File: config.mk
export PLATFORM = sky130hd
export DESIGN_NAME = instr_fetch_flat
export DESIGN_NICKNAME = d
export VERILOG_FILES = /design/src/rtl/cpu_pkg.sv /design/src/rtl/instr_fetch_if.sv /design/src/rtl/branch_target.sv /design/src/rtl/instr_fetch.sv /design/src/flat_wrapper.sv
export SDC_FILE = /design/constraint.sdc
export NUM_CORES = 1
export LEC_CHECK = 0
export ABC_AREA = 0
export BUFFER_PORTS_ARGS = -buffer_cell sky130_fd_sc_hd__clkbuf_2
export CAP_MARGIN = 20
export CORE_ASPECT_RATIO = 1.4
export CORE_MARGIN = 1
export CORE_UTILIZATION = 45
export DETAILED_ROUTE_END_ITERATION = 7
export GPL_TIMING_DRIVEN = 1
export PLACE_DENSITY = 0.68
export SETUP_SLACK_MARGIN = 0.05
export SLEW_MARGIN = 5
export SYNTH_ARGS = -nofsm -noshare
export SYNTH_HDL_FRONTEND = slang
export SYNTH_SLANG_ARGS = --single-unit
File: constraint.sdc
create_clock -name clk -period 6.3 [get_ports clk]
set_input_delay 0.945 -clock clk [delete_from_list [all_inputs] [get_ports clk]]
set_output_delay 0.945 -clock clk [all_outputs]
set_load 0.03 [all_outputs]
File: src/rtl/cpu_pkg.sv
// Shared types and field constants for the LEGv8 fetch stage and datapath.
package cpu_pkg;

  // Fetch FSM states
  typedef enum logic [1:0] {
    IDLE = 2'd0,
    REQ  = 2'd1,
    HOLD = 2'd2
  } fetch_state_t;

  // Sequential PC increment in bytes
  localparam int INSTR_BYTES = 4;

  // Branch offset field positions inside an instruction word
  localparam int BR26_MSB = 25;  // B: imm26 = instr[25:0]
  localparam int CB19_MSB = 23;  // CBZ/B.cond: imm19 = instr[23:5]
  localparam int CB19_LSB = 5;

endpackage

File: src/rtl/instr_fetch_if.sv
// Instruction-memory bus between the fetch stage (master) and memory (slave).
//
// Handshake: the master raises imem_req with imem_addr and keeps both stable
// until the slave answers with imem_ack for exactly one cycle, in which
// imem_rdata holds the instruction. A transfer completes on any rising edge
// where imem_req and imem_ack are both 1; imem_ack at any other time is ignored.
interface instr_fetch_if #(
  parameter int ADDR_W  = 64,
  parameter int INSTR_W = 32
);
  logic               imem_req;
  logic [ADDR_W-1:0]  imem_addr;
  logic               imem_ack;
  logic [INSTR_W-1:0] imem_rdata;

  modport master (
    output imem_req,
    output imem_addr,
    input  imem_ack,
    input  imem_rdata
  );

  modport slave (
    input  imem_req,
    input  imem_addr,
    output imem_ack,
    output imem_rdata
  );
endinterface

File: src/rtl/branch_target.sv
// Branch target adder: pc + (sign-extended offset << 2), offset taken from the
// 26-bit B field or the 19-bit CBZ/B.cond field. Purely combinational.
module branch_target
  import cpu_pkg::*;
#(
  parameter int ADDR_W  = 64,
  parameter int INSTR_W = 32
) (
  input  logic [ADDR_W-1:0]  pc_i,
  input  logic [INSTR_W-1:0] instr_i,
  input  logic               uncond_br_i,
  output logic [ADDR_W-1:0]  target_o
);

  localparam int BR26_W = BR26_MSB + 1;
  localparam int CB19_W = CB19_MSB - CB19_LSB + 1;

  logic [ADDR_W-1:0] off26_se;
  logic [ADDR_W-1:0] off19_se;
  logic [ADDR_W-1:0] off_se;

  // Opcode and Rt bits are not part of either offset field
  logic unused_instr_bits;
  assign unused_instr_bits = ^{instr_i[INSTR_W-1:BR26_MSB+1], instr_i[CB19_LSB-1:0]};

  assign off26_se = {{(ADDR_W-BR26_W){instr_i[BR26_MSB]}}, instr_i[BR26_MSB:0]};
  assign off19_se = {{(ADDR_W-CB19_W){instr_i[CB19_MSB]}}, instr_i[CB19_MSB:CB19_LSB]};

  // Select offset field and form the word-aligned target (wraps modulo 2^ADDR_W)
  always_comb begin
    off_se   = uncond_br_i ? off26_se : off19_se;
    target_o = pc_i + (off_se << 2);
  end

endmodule

File: src/rtl/instr_fetch.sv
// LEGv8 fetch stage: owns the PC, fetches one instruction at a time over the
// imem req/ack bus and holds it (instr/pc/instr_valid) until execute accepts
// it with instr_ready, then advances the PC to pc+4 or the branch target.
module instr_fetch
  import cpu_pkg::*;
#(
  parameter int               ADDR_W   = 64,
  parameter int               INSTR_W  = 32,
  parameter logic [ADDR_W-1:0] RESET_PC = '0
) (
  input  logic               clk,
  input  logic               reset,
  instr_fetch_if.master      imem,
  output logic [INSTR_W-1:0] instr,
  output logic               instr_valid,
  input  logic               instr_ready,
  output logic [ADDR_W-1:0]  pc,
  input  logic               BrTaken,
  input  logic               UncondBr,
  output fetch_state_t       state_dbg
);

  fetch_state_t       state_q;
  logic [ADDR_W-1:0]  pc_q;
  logic [INSTR_W-1:0] instr_q;
  logic               req_q;
  logic               valid_q;

  logic [ADDR_W-1:0]  target;
  logic [ADDR_W-1:0]  next_pc_d;

  branch_target #(
    .ADDR_W  (ADDR_W),
    .INSTR_W (INSTR_W)
  ) u_branch_target (
    .pc_i        (pc_q),
    .instr_i     (instr_q),
    .uncond_br_i (UncondBr),
    .target_o    (target)
  );

  // Next PC: a not-taken branch selects pc+4 regardless of UncondBr
  always_comb begin
    next_pc_d = pc_q + ADDR_W'(INSTR_BYTES);
    if (BrTaken) begin
      next_pc_d = target;
    end
  end

  // Fetch FSM with registered req/valid outputs; BrTaken/UncondBr only matter on accept
  always_ff @(posedge clk or posedge reset) begin
    if (reset) begin
      state_q <= IDLE;
      pc_q    <= RESET_PC;
      instr_q <= '0;
      req_q   <= 1'b0;
      valid_q <= 1'b0;
    end else begin
      case (state_q)
        IDLE: begin
          state_q <= REQ;
          req_q   <= 1'b1;
        end
        REQ: begin
          if (imem.imem_ack) begin
            instr_q <= imem.imem_rdata;
            state_q <= HOLD;
            req_q   <= 1'b0;
            valid_q <= 1'b1;
          end
        end
        HOLD: begin
          if (instr_ready) begin
            pc_q    <= next_pc_d;
            state_q <= REQ;
            req_q   <= 1'b1;
            valid_q <= 1'b0;
          end
        end
        default: begin
          state_q <= IDLE;
          req_q   <= 1'b0;
          valid_q <= 1'b0;
        end
      endcase
    end
  end

  assign imem.imem_req  = req_q;
  assign imem.imem_addr = pc_q;
  assign instr          = instr_q;
  assign instr_valid    = valid_q;
  assign pc             = pc_q;
  assign state_dbg      = state_q;

endmodule

File: src/flat_wrapper.sv
// flat-port wrapper written by rule: the top's interface ports become plain ports
module instr_fetch_flat import cpu_pkg::*;
#(
  parameter int               ADDR_W   = 64,
  parameter int               INSTR_W  = 32,
  parameter logic [ADDR_W-1:0] RESET_PC = '0
)
  (clk, reset, instr, instr_valid, instr_ready, pc, BrTaken, UncondBr, state_dbg, imem_imem_req, imem_imem_addr, imem_imem_ack, imem_imem_rdata);
  instr_fetch_if #(.ADDR_W(ADDR_W), .INSTR_W(INSTR_W)) imem_i ();
  input  logic clk;
  input  logic reset;
  output logic [INSTR_W-1:0] instr;
  output logic instr_valid;
  input  logic instr_ready;
  output logic [ADDR_W-1:0] pc;
  input  logic BrTaken;
  input  logic UncondBr;
  output fetch_state_t state_dbg;
  output wire logic [$bits(imem_i.imem_req)-1:0] imem_imem_req;
  output wire logic [$bits(imem_i.imem_addr)-1:0] imem_imem_addr;
  input wire logic [$bits(imem_i.imem_ack)-1:0] imem_imem_ack;
  input wire logic [$bits(imem_i.imem_rdata)-1:0] imem_imem_rdata;
  assign imem_imem_req = imem_i.imem_req;
  assign imem_imem_addr = imem_i.imem_addr;
  assign imem_i.imem_ack = imem_imem_ack;
  assign imem_i.imem_rdata = imem_imem_rdata;
  instr_fetch #(.ADDR_W(ADDR_W), .INSTR_W(INSTR_W), .RESET_PC(RESET_PC)) u_core (.clk(clk), .reset(reset), .imem(imem_i), .instr(instr), .instr_valid(instr_valid), .instr_ready(instr_ready), .pc(pc), .BrTaken(BrTaken), .UncondBr(UncondBr), .state_dbg(state_dbg));
endmodule
# == Word level (Yosys, flattened, before mapping) ==
# Cells that the tools add are included.
# classes
n_reduce_logical,5
bitwise_logic,1
n_addsub,2
muxes,11
eq_ne,4
# ops
cell,n
$add A64 B3 Y64 const B,1
$add A64 B64 Y64,1
$mux W64,1
$mux W62,1
$pmux W1 S3,2
$pmux W2 S3,1
$reduce_and A2 Y1,3
$mux W1,4
$mux W2,2
$ne A2 B2 Y1 const B,2
$reduce_and A3 Y1,1
$eq A2 B1 Y1 const B,1
$eq A2 B2 Y1 const B,1
$logic_not A2 Y1,1
$not A1 Y1,1
# word_totals
in_bits,38
word_cells,28
output_inout_bits,164
reg_bits,100

# == Logic depth before layout (Yosys ltp) ==
# Gate-level depths: netlist of the first run.
# depth
word_depth,3
ltp_mapped,17
depth_no_buf,15

# == Hierarchy ==
# Synthesis of the first run repeated with hierarchy kept, for this count alone.
# unflattened
cells_unflattened,1318
hier_area_um2,10358.7
# by_module_without_submodules
mod,seq_area_each_um2,instances,area_each_um2,cells_per_inst
instr_fetch,2477.4,1,6379.9,727
branch_target,0.0,1,3978.8,591

# == Least setup slack after synthesis of the first run ==
# No wires, ideal clock.
# synth_timing
path_kind,input-to-reg
from,input port UncondBr
to,"register u_core.pc_q[63], in the netlist u_core.imem.imem_addr[63]"
path_slack_ns,-0.031
setup_ns,0.136
required_time_ns,6.164
t_arrival_ns,6.196
stages,15
path_buffers,2
path_cell_list,clkbuf_1 -> nand2b_1 -> a21boi_0 -> ha_1 -> buf_2 -> a21oi_1 -> o21ai_1 -> a221oi_2 -> nand2_1 -> a2111oi_4 -> nor3_2 -> o21ai_2 -> a21oi_1 -> o21a_1 -> xor2_1
# synth_between
elab_chain_len,3
# synth_rtl
item,line_no,rtl
"start, declared",flat_wrapper.sv:17,input logic UncondBr;
$mux W62,branch_target.sv:31,off_se = uncond_br_i ? off26_se : off19_se;
$add A64 B64 Y64,branch_target.sv:32,target_o = pc_i + (off_se << 2);
$mux W64,instr_fetch.sv:45,if (BrTaken) begin
"end signal, assigned",instr_fetch.sv:74,pc_q <= next_pc_d;
"end, declared",instr_fetch.sv:24,logic [ADDR_W-1:0] pc_q;
# Every way passes these cells.
# A chain may end at the register's enable or synchronous reset.

# == Final worst setup path of the first run ==
# layout_timing
from,input port UncondBr
to,"register u_core.pc_q[61], in the netlist u_core.imem.imem_addr[61]"
# The elaborated chain is that of the path after synthesis.

==> run metrics, run 1 <==
outcome=completed; core box area=17,500 sq um; detailed-route via count=6,984; WP data arrival=between 4 and 5 ns; fin. max-slew vios=0; crit-path leading delay family=compound AO/OA/AOI/OAI gates; Worst Skew=between 0.01 and 0.015 ns; worst hold slack=between 0.5 and 0.6 ns; FP Rows=57; fillers=approximately 1,700; commonest cells after routing, fill and taps aside=197 x clkbuf_2, 134 x nand2_1, 97 x dfrtp_1; Final Wtd Congestion=0.876; largest net degree at the start of global routing=between 70 and 80; Mapped Area=around 8000 sq um; FMAX=232 MHz; CTS Buffer Depth=2; CTS tree=done; pre-CTS WS=around 1.6 ns; Overflow after GRT=0; met3 usage=0.0298; Synth Area per Inst=8.72 sq um; boundary pin count=202; Unique masters post-synth=just under 70; Least-Margin Pin Slew=around 0.75 ns; met1 Resource Use GR=0.267; Gate Count Post-Synth=between 900 and 1,000; Worst-Skew Late Latency=between 0.3 and 0.4 ns; min cycle time layout=approximately 4.3 ns; total wire length=between 20 and 25 mm; post-layout net count=1,139; Hold WC Path Type=reg2reg; Worst Hold Depth=1; Critical Path RT=6.54 ns; Total GRT Usage=0.224; Max FO, Critical Path=38; PD cells=~600 nW/um^2; ys async rst share=1.00; Die ar.=between 15,000 and 20,000 sq um; most common cell after layout, fill and taps aside=clkbuf_2; Ys Warns=0; Post-DP HPWL=15.8 mm; setup_tns=0 ns; Via density=5.46; H-tree lvl count=3; final design utilization=0.520; Final Hold Vio Count=0; Final ANT Viol Nets=0; Setup crit start kind=input pin; first-pass GRT wire length=between 30 and 40 mm; total CTS buffers=9; chip height=around 160 microns; cts repair resizes=0; Tcrit/Tclk final=0.685; Crit path depth=15; Starting Density=0.464; cell mode on critical path=buf_4; Worst Setup Path Type=in2reg; PnR worst setup slack=1.99 ns; CP max stage delay=about 0.4 ns; layout cells sized above 1=0.283; gr busiest metal=met2; number of global-route vias before repair=~6,600; Post-DP Area=8780 sq um; Area Overhead vs Synth=12.1%; critical-path cell list=clkbuf_2 -> buf_4 -> nand2b_1 -> a21boi_2 -> buf_4 -> ha_1 -> a21oi_1 -> o21ai_1 -> a221oi_2 -> nand2_1 -> a2111oi_4 -> nor3_2 -> nor3_4 -> nor4_1 -> or3_1; wire per inst=about 16 microns; clock root buffer=clkbuf_16; slowest CP cell=ha_1; Crit path buffers/inverters=3; initial antenna violation count=0; Final Setup Violations=0; port buffer count=197; Hold-fix buffers, CTS=0; post-synthesis register bit count=97; crit end category=flip-flop; met2 usage in global routing=0.395; post-route cell area=9080 sq um; drt first pass iters=6; Worst-path clk slew=~0.080 ns; Slew headroom=0.501; Pleak=~4.6 nW; Die W=between 100 and 150 microns; VDD IR max=between 0.3 and 0.4 mV; Sink Count=97; Primary FF master, synth=dfrtp_1; worst r2r path cells=13; # Post-CTS Setup Buffers=0; diode count=0; sequential area share after synthesis=0.299; max cap viols=0; DR iter-0 viols=316; Post-synth EDFFs=0; RSZ-0062 raised after global routing=false; Remaining DRCs=0
-- power breakdown --
| group | leakage [nW] | switching, W | internal [W] | total [W] |
|---|---|---|---|---|
| combinational | 3.27 | 0.00246 | 0.00124 | 0.00370 |
| sequential | 1.20 | 0.000359 | 0.000921 | 0.00128 |
| clock | 0.150 | 0.000294 | 0.000284 | 0.000578 |
-- cells in the mapped netlist (5+ instances only) --
cell type | instances | area [sq um]
o21a_1 | 9 | 67.6
mux2i_1 | 18 | 180
xor2_1 | 24 | 210
a31oi_1 | 6 | 37.5
nand4_1 | 13 | 81.3
buf_4 | 67 | 503
a21oi_1 | 64 | 320
o21ai_0 | 71 | 355
dfrtp_1 | 97 | 2430
and3_1 | 8 | 50.1
o211ai_1 | 5 | 37.5
nor2_1 | 36 | 135
inv_1 | 27 | 101
a21boi_0 | 8 | 60.1
o21bai_1 | 10 | 75.1
ha_1 | 61 | 763
o31ai_1 | 7 | 52.6
clkbuf_1 | 23 | 86.3
xnor2_1 | 26 | 228
buf_2 | 14 | 70.1
nor3_1 | 10 | 50.1
or3_1 | 5 | 31.3
a21o_1 | 41 | 308
nand3_1 | 12 | 60.1
nand2_1 | 134 | 503
nor2b_1 | 20 | 125
mux2_2 | 34 | 383
-- routing by layer --
layer,up-vias,wire length [microns]
met5,-,0
met4,0,692
met3,37,736
met2,200,10400
met1,3282,8600
li1,3465,-
-- cell type report --
cell class / count / area, sq um / area share
inverters: 27 / 104 / 0.0114
clock buffers: 9 / 225 / 0.0248
clock inverters: 7 / 81.3 / 0.00895
flip-flops and latches: 97 / 2430 / 0.267
well taps: 236 / 295 / 0.0325
multi-input cells: 701 / 4920 / 0.542
repair buffers: 203 / 1030 / 0.113
-- kinds of logic (layout without fill, tap and decap cells) --
group	count (synthesis)	in the layout	share of synthesized area
and+or+nand+nor	253	253	0.142
buffers and inverters	135	246	0.0957
DFF	97	97	0.299
AOI/OAI and AO/OA	280	280	0.242
xor gates and xnor gates	50	50	0.0540
adders and majority gates	62	62	0.0966
muxes	52	52	0.0695
other	1	4	0.000463
-- sequential cells by signal, indices dropped and copies added (netlist names) --
name                   cells
u_core.instr              32
u_core.state_dbg           2
u_core.imem.imem_addr     62
u_core.instr_valid         1
-- final timing paths --
path / from / end / slack, ns
worst max register to register: u_core.instr[23] / u_core.imem.imem_addr[61] / 2.57
max in group asynchronous: reset / u_core.imem.imem_addr[17] / 4.57
worst max-delay path: UncondBr / u_core.imem.imem_addr[61] / 1.99
worst min register to register: u_core.instr[28] / u_core.instr[28] / 0.51
worst min-delay path: u_core.instr[28] / u_core.instr[28] / 0.51
min in group asynchronous: reset / u_core.instr[30] / 0.64
-- metrics by stage --
| step | cells | total power (W) |
|---|---|---|
| after floorplan | 933 | 0.00426 |
| after global placement | 1264 | 0.00496 |
| after detailed placement | 1264 | 0.00500 |
| after CTS | 1280 | 0.00559 |
| after global routing | 1280 | 0.00598 |
| final | 1280 | 0.00556 |
No activity file was read; power rests on OpenSTA's default activity.
==> inputs of run 2 (changes only) <==
--- a/config.mk
+++ b/config.mk
@@ -5,7 +5,7 @@
 export SDC_FILE = /design/constraint.sdc
 export NUM_CORES = 1
 export LEC_CHECK = 0
-export ABC_AREA = 0
+export ABC_AREA = 1
 export BUFFER_PORTS_ARGS = -buffer_cell sky130_fd_sc_hd__clkbuf_2
 export CAP_MARGIN = 20
 export CORE_ASPECT_RATIO = 1.4
@@ -13,7 +13,7 @@
 export CORE_UTILIZATION = 45
 export DETAILED_ROUTE_END_ITERATION = 7
 export GPL_TIMING_DRIVEN = 1
-export PLACE_DENSITY = 0.68
+export PLACE_DENSITY = 0.69
 export SETUP_SLACK_MARGIN = 0.05
 export SLEW_MARGIN = 5
 export SYNTH_ARGS = -nofsm -noshare
==> constraint.sdc (replaced) <==
create_clock -name clk -period 3.7 [get_ports clk]
set_input_delay 0.555 -clock clk [delete_from_list [all_inputs] [get_ports clk]]
set_output_delay 0.555 -clock clk [all_outputs]
set_load 0.03 [all_outputs]
==> run metrics, run 2 <==
outcome=completed; Mapped Area=9950 sq um; clock root buffer=clkbuf_16; worst hold slack=between 0.2 and 0.25 ns; Setup crit end=u_core.imem.imem_addr[40]; largest net degree at the start of global routing=between 50 and 60; DR iter-0 viols=491; boundary pin count=~200; Unique masters post-synth=37; Starting Density=0.457; VDD IR max=about 0.5 mV; Worst R2R Setup Slack=approximately 0.63 ns; worst r2r path cells=15; Max FO, Critical Path=18; Ys Warns=0; Total GRT Usage=0.307; fin. max-slew vios=0; Synth Area per Inst=around 6 sq um; RSZ-0062 raised after global routing=false; critical-path cell list=clkbuf_2 -> inv_2 -> buf_4 -> nor2_1 -> nor3_1 -> inv_1 -> fa_1 -> inv_1 -> nand3_1 -> nand2_2 -> nand2_1 -> nand2_1 -> nand3_1 -> nand3_1 -> nand2_1 -> nand2_1 -> nand2_1 -> nand3_1 -> nand2_1; Worst Skew=~0.016 ns; Slew headroom=0.520; WP data arrival=3.39 ns; sequential area share after synthesis=0.244; commonest cells after routing, fill and taps aside=645 x nand2_1, 290 x inv_1, 197 x clkbuf_2; Synth top area share=0.244; Primary FF master, synth=dfrtp_1; Hold-fix buffers, CTS=0; cell mode on critical path=nand2_1; crit end category=flip-flop; Post-synth top cells=645 x nand2_1, 291 x inv_1, 130 x nor2_1; total wire length=34.0 mm; CP max stage delay=0.46 ns; number of global-route vias before repair=roughly 9,800; first-pass GRT wire length=~52 mm; min cycle time layout=about 3.1 ns; port buffer count=~200; total CTS buffers=9; Crit. Startpoint=UncondBr; Critical Path RT=around 4.0 ns; Worst-path clk slew=roughly 0.070 ns; dpl cells=2,072; core box area=roughly 22,000 sq um; max cap viols=0; Final Setup Violations=0; post-synthesis register bit count=97; most common cell after layout, fill and taps aside=nand2_1; Overflow after GRT=0; fillers=roughly 2,400; multi-input logic area=approximately 5800 sq um; diode count=0; Least-Margin Pin Slew=around 0.72 ns; Crit path depth=19; cell taking the most area after synthesis=dfrtp_1; crit-path leading delay family=simple AND/OR/NAND/NOR gates; Crit path buffers/inverters=5; ys async rst share=1.00; Post-synth EDFFs=0; setup_tns=0 ns; pre-CTS WS=between 0.2 and 0.25 ns; Final ANT Viol Nets=0; Worst-Skew Late Latency=roughly 0.37 ns; worst r2r src=u_core.instr[23]; Gate Count Post-Synth=1,649; Hold WC Path Type=in2async; chip height=between 150 and 200 microns; Area contributors post-synth=dfrtp_1 24%, nand2_1 24%, inv_1 11%; wire per inst=about 16 microns; Die ar.=22,700 sq um; H-tree lvl count=3; Final Hold Vio Count=0; cts repair resizes=0; Finished Layout Cells=approximately 2,100; CTS tree=done; Post-DP HPWL=28.5 mm; Via density=4.86; post-layout net count=about 1,900; Pleak=around 7 nW; Area Overhead vs Synth=12.2%; Remaining DRCs=0; drt first pass iters=5; slowest CP cell=fa_1; initial antenna violation count=0; CTS Buffer Depth=2; FP Rows=64; Sink Count=slightly below 100; Die W=between 100 and 150 microns; detailed-route via count=a little over 10,000; PnR worst setup slack=0.565 ns; Tcrit/Tclk final=0.847; most common cell in the netlist=nand2_1; Worst Setup Path Type=in2reg; FMAX=around 320 MHz; PD cells=926 nW/um^2; Setup crit start kind=input pin; layout cells sized above 1=0.174; register area=roughly 2400 sq um; # Post-CTS Setup Buffers=0; Final Wtd Congestion=approximately 0.98; Largest register FFs=62; Worst R2R End=u_core.imem.imem_addr[61]
-- run 2: cell families after synthesis --
family	after synthesis	synth area share
multiplexers	32	0.0362
other	1	0.000377
AND/OR/NAND/NOR	932	0.387
flip-flops	97	0.244
adder cells (fa/ha/maj)	62	0.0787
XOR/XNOR	28	0.0246
AO/OA/AOI/OAI	105	0.0552
buffers and inverters	392	0.174
-- run 2: metrics by stage --
| stage | power (W) | area (sq um) | utilization |
|---|---|---|---|
| final | 0.0103 | 11200 | 0.513 |
| after global routing | 0.0112 | 11200 | 0.513 |
| after CTS | 0.0104 | 11200 | 0.513 |
| after detailed placement | 0.00936 | 10900 | 0.499 |
| after global placement | 0.00928 | 10900 | 0.499 |
| after floorplan | 0.00761 | 9960 | - |
-- run 2: report_power, final --
part | total, W | internal [W] | switching, W
sequential | 0.00225 | 0.00158 | 0.000666
combinational | 0.00709 | 0.00217 | 0.00492
clock | 0.00101 | 0.000549 | 0.000461
-- run 2: area by class of cell --
type	count	share of cell area
Inverter	304	0.102
Tap cell	297	0.0333
Sequential cell	97	0.217
Clock inverter	5	0.00549
Timing Repair Buffer	211	0.0988
Multi-Input combinational cell	1163	0.521
Clock buffer	11	0.0217
-- run 2: how the worst min path moves through the flow --
stage	end	slack, ns
floorplan	u_core.instr_valid	0.65
global placement	u_core.instr_valid	0.46
detailed placement	u_core.instr_valid	0.46
CTS	u_core.imem.imem_addr[60]	0.23
global route	u_core.imem.imem_addr[60]	0.27
finish	u_core.imem.imem_addr[60]	0.22
-- run 2: per-layer routing --
layer / part of all wire / vias up / global-route usage
met5: 0 / - / 0
met4: 0.076 / 0 / 0.232
met3: 0.029 / 89 / 0.0271
met2: 0.52 / 282 / 0.584
met1: 0.37 / 4558 / 0.306
li1: - / 5227 / -
